## config.mk

```make
export PLATFORM = sky130hd
export DESIGN_NAME = alu_seq_ctrl
export DESIGN_NICKNAME = d
export VERILOG_FILES = /design/src/rtl/alu_seq_ctrl.sv
export SDC_FILE = /design/constraint.sdc
export NUM_CORES = 1
export LEC_CHECK = 0
export ABC_AREA = 1
export ABC_CLOCK_PERIOD_IN_PS = 5800
export CORE_ASPECT_RATIO = 2
export CORE_UTILIZATION = 25
export DETAILED_ROUTE_END_ITERATION = 12
export PLACE_DENSITY = 0.48
export SYNTH_ARGS = -nofsm -noshare
export SYNTH_HDL_FRONTEND = slang
export SYNTH_SLANG_ARGS = --single-unit
export TNS_END_PERCENT = 100
```

## constraint.sdc

```tcl
create_clock -name clk -period 5.8 [get_ports clk]
set_input_delay 1.74 -clock clk [delete_from_list [all_inputs] [get_ports clk]]
set_output_delay 1.74 -clock clk [all_outputs]
set_load 0.05 [all_outputs]
```

## src/rtl/alu_seq_ctrl.sv

```systemverilog
// Sequencing controller for the add/sub/multiply datapath: start/busy handshake,
// single-cycle add/sub, W-cycle shift-add multiply, registered result with done/err pulses.
module alu_seq_ctrl #(
    parameter int unsigned W = 4
) (
    input  logic             clk,
    input  logic             reset,
    input  logic             start,
    input  logic [1:0]       op,
    input  logic [W-1:0]     a,
    input  logic [W-1:0]     b,
    output logic             busy,
    output logic [2*W-1:0]   f,
    output logic             done,
    output logic             err
);

    localparam int unsigned CW = (W > 1) ? $clog2(W) : 1;
    localparam logic [CW-1:0] CNT_LAST = CW'(W - 1);

    typedef enum logic [1:0] {
        IDLE,
        EXEC,
        MUL
    } state_t;

    state_t          state;
    logic [W-1:0]    a_reg;
    logic [W-1:0]    b_reg;
    logic [1:0]      op_reg;
    logic [2*W-1:0]  acc;
    logic [CW-1:0]   cnt;

    logic [2*W-1:0]  a_ext;
    logic [2*W-1:0]  b_ext;
    logic [2*W-1:0]  partial;
    logic [2*W-1:0]  acc_next;

    always_comb begin
        a_ext    = {{W{1'b0}}, a_reg};
        b_ext    = {{W{1'b0}}, b_reg};
        partial  = b_reg[cnt] ? (a_ext << cnt) : '0;
        acc_next = acc + partial;
    end

    // The final partial product is folded into f on the same edge that ends MUL.
    always_ff @(posedge clk or posedge reset) begin
        if (reset) begin
            state  <= IDLE;
            busy   <= 1'b0;
            f      <= '0;
            done   <= 1'b0;
            err    <= 1'b0;
            a_reg  <= '0;
            b_reg  <= '0;
            op_reg <= '0;
            acc    <= '0;
            cnt    <= '0;
        end else begin
            done <= 1'b0;
            err  <= 1'b0;
            case (state)
                IDLE: begin
                    if (start) begin
                        case (op)
                            2'b01, 2'b10: begin
                                a_reg  <= a;
                                b_reg  <= b;
                                op_reg <= op;
                                state  <= EXEC;
                                busy   <= 1'b1;
                            end
                            2'b11: begin
                                a_reg  <= a;
                                b_reg  <= b;
                                op_reg <= op;
                                acc    <= '0;
                                cnt    <= '0;
                                state  <= MUL;
                                busy   <= 1'b1;
                            end
                            default: err <= 1'b1;
                        endcase
                    end
                end
                EXEC: begin
                    f     <= (op_reg == 2'b10) ? (a_ext - b_ext) : (a_ext + b_ext);
                    done  <= 1'b1;
                    state <= IDLE;
                    busy  <= 1'b0;
                end
                MUL: begin
                    acc <= acc_next;
                    cnt <= cnt + CW'(1);
                    if (cnt == CNT_LAST) begin
                        f     <= acc_next;
                        done  <= 1'b1;
                        state <= IDLE;
                        busy  <= 1'b0;
                    end
                end
                default: begin
                    state <= IDLE;
                    busy  <= 1'b0;
                end
            endcase
        end
    end

endmodule
```

==> impl_metrics.json <==
{
  "critical_path_class": "reg2out",
  "whs_endpoint": "op_reg[0]$_DFFE_PP0P_",
  "post_synth_instance_area_um2": 2170,
  "seqCellArea_um2": 826,
  "gp_congestion": 0.804,
  "synth_cell_type_count": 28,
  "critPathArrivalTime_ps": 1460,
  "cp_max_fo": 2,
  "flow.area_growth_from_synthesis_pct": 22.8,
  "synth.largest_area_cell": "dfrtp_1",
  "reg_top3": "acc (8), f (8)",
  "drt_iter0_markers": 93,
  "insertion_delay_ps": 280,
  "netlist_top_cells_area": "dfrtp_1 (38%), ha_1 (12%), nand2_1 (11%)",
  "drtAntennaViolNets": 0,
  "total_track_usage": 0.134,
  "tritoncts_clock_tree": "yes",
  "multi_input_comb_area_um2": 1160,
  "final_net_count": 344,
  "number_of_global_route_vias_before_repair": 1834,
  "period_share": 0.552,
  "hold_ws_ps": 496,
  "setup_slack_ps": 2600,
  "post_synthesis_sequential_area_ratio": 0.380,
  "finalMaxSlewViolations": 0,
  "number_of_flip_flops_and_latches_in_the_synthesized_netlist": 33,
  "die-height_um": 134,
  "vias_per_cell": 4.47,
  "hold_class": "reg2reg",
  "peak_per_stage_delay_on_the_critical_path_ps": 820,
  "rr_endpoint": "f[4]$_DFFE_PP0P_",
  "worst_r2r_src": "cnt[0]$_DFFE_PP0P_",
  "buffer_ports.inserted": 23,
  "min-delay-start": "op_reg[0]$_DFFE_PP0P_",
  "dp_hpwl_um": 4340,
  "fmax_mhz": 312,
  "finalSetupViolations": 0,
  "num_vias": 1816,
  "floorplan.die_area_um2": 9090,
  "finalHoldViolations": 0,
  "timing.max_slew.rel_slack": 0.506,
  "ctsHtreeMaxLevel": 2,
  "cts-hold-fix-buffers": 0,
  "cellPowerDensity_nw_per_um2": 599,
  "rows": 47,
  "fillCellCount": 931,
  "yosys_warnings": 0,
  "crit_slowest_cell": "clkdlybuf4s50_1",
  "design.core.area_um2": 8350,
  "route.final.wire_length_um": 5410,
  "first_pass_grt_wire_length_um": 8730,
  "fp.dieW_um": 67.9,
  "crit_path_cell_trace": "clkdlybuf4s50_1",
  "holdPathStages": 2,
  "final.setup_skew_ps": 8.44,
  "cts_made_buffers": 5,
  "endpoint_kind": "output port",
  "root_buffer": "clkbuf_16",
  "layout-drive-gt1-share": 0.0682,
  "fin_setup_tns_ps": 0,
  "num_io_pins": 24,
  "clock_sink_count": 33,
  "reg2reg_depth": 14,
  "status": "complete, no violations",
  "leakage_nw": 1.34,
  "yosys.area.top_type_share": 0.380,
  "postSynthAreaPerCell_um2": 7.71,
  "post-cts-setup-buffer-count": 0,
  "ctsLongestPathBuffers": 2,
  "largest_net_degree_at_the_start_of_global_routing": 34,
  "start_kind": "flop",
  "synth_cells": 282,
  "cp_data_required_time_ps": 4060,
  "avgRoutedWirePerCell_um": 13.3,
  "postCtsResizedCells": 0,
  "drt_pre_antenna_iters": 4,
  "initial_antenna_violation_count": 0,
  "critical_path_buf_inv_count": 1,
  "initial_core_util": 0.260,
  "route.detailed.drc": 0,
  "slew_worst_pin_ps": 736,
  "dpl_worst_slack_ps": 2470,
  "rsz0062_at_grt": "no",
  "max_capacitance_violation_count": 0,
  "synth_fp_nets": 319,
  "path_delay_family": "buffers and inverters",
  "grt.overflow.total": 0,
  "diodes": 0,
  "finalCriticalPeriod_ps": 3200,
  "worst_ir_drop_vdd_mv": 0.161,
  "setup.reg_to_reg.worst_slack_ps": 3150,
  "clk_pin_slew_worst_paths_ps": 60
}
==> placed cells by master (no fill, tap or decap), types with 18 or more instances in the layout <==
master / synthesis / layout
nand2_1: 64 / 64
inv_1: 39 / 39
dfrtp_1: 33 / 33
nor2_1: 32 / 32
clkdlybuf4s50_1: 0 / 23
ha_1: 21 / 21
o21ai_0: 20 / 20
nand3_1: 18 / 18
a21oi_1: 18 / 18
==> how the worst max path moves through the flow <==
stage | from | endpoint | slack (ps) | cells after the start
global placement | op[0] | b_reg[0]$_DFFE_PP0P_ | 2470 | 6
floorplan | op[0] | op_reg[0]$_DFFE_PP0P_ | 3170 | 7
CTS | f[0]$_DFFE_PP0P_ | f[0] | 2580 | 1
finish | f[0]$_DFFE_PP0P_ | f[0] | 2600 | 1
detailed placement | op[0] | a_reg[2]$_DFFE_PP0P_ | 2470 | 6
global route | f[1]$_DFFE_PP0P_ | f[1] | 2550 | 1
==> cell usage after synthesis <==
| cell | count |
|---|---|
| nor2_2 | 1 |
| a21oi_4 | 1 |
| nand2_1 | 64 |
| buf_2 | 3 |
| or2_2 | 2 |
| nor2_1 | 32 |
| fa_1 | 3 |
| clkbuf_1 | 1 |
| o21ai_1 | 5 |
| inv_1 | 39 |
| nand3_2 | 1 |
| dfrtp_1 | 33 |
| o21a_1 | 1 |
| mux2_2 | 3 |
| buf_4 | 1 |
| xor2_1 | 1 |
| buf_6 | 1 |
| a31oi_1 | 1 |
| inv_2 | 2 |
| o21ai_0 | 20 |
| nand3b_1 | 2 |
| nor3_1 | 4 |
| a21boi_0 | 1 |
| o21ai_2 | 2 |
| a21oi_1 | 18 |
| ha_1 | 21 |
| nand3_1 | 18 |
| nand2_2 | 1 |
==> cell type report <==
type                       instances  share of cell area
timing repair buffer              24              0.0891
clock inverter                     1              0.0113
inverter                          41              0.0577
tap                               98              0.0459
clock buffer                       7              0.0534
multi-input combinational        202               0.433
sequential                        33               0.309
==> tightest hold or removal path, stage by stage, from the launching register on <==
cell     delay [ps]
dfrtp_1         340
nand2_1          50
o21ai_0          70
==> cell families (layout without fill, tap and decap cells) <==
group | Yosys count | after routing | synth area share
and+or+nand+nor | 125 | 125 | 0.239
AOI/OAI and AO/OA | 49 | 49 | 0.124
buffers and inverters | 47 | 73 | 0.0881
DFF | 33 | 33 | 0.380
adders and majority gates | 24 | 24 | 0.149
muxes | 3 | 3 | 0.0155
xor gates and xnor gates | 1 | 1 | 0.00403
==> metal layers <==
layer | routed length (um) | up-vias | GRT usage | part of all wire
met3 | 113 | 15 | 0.0247 | 0.021
li1 | - | 943 | - | -
met1 | 1900 | 826 | 0.120 | 0.35
met4 | 333 | 0 | 0.103 | 0.062
met2 | 3060 | 32 | 0.246 | 0.57
met5 | 0 | - | 0 | 0
==> where the power goes <==
group / switching (mW) / internal (mW)
clock network: 0.101 / 0.215
logic: 0.569 / 0.311
registers: 0.0789 / 0.324
==> through the flow <==
stage,power [mW],utilization,area (um2),cells
global placement,1.28,0.299,2500,398
floorplan,1.06,-,2170,282
CTS,1.62,0.320,2670,406
global route,1.75,0.320,2670,406
detailed placement,1.30,0.299,2500,398
finish,1.60,0.320,2670,406
Note: power is estimated with default switching activity, not from simulation.
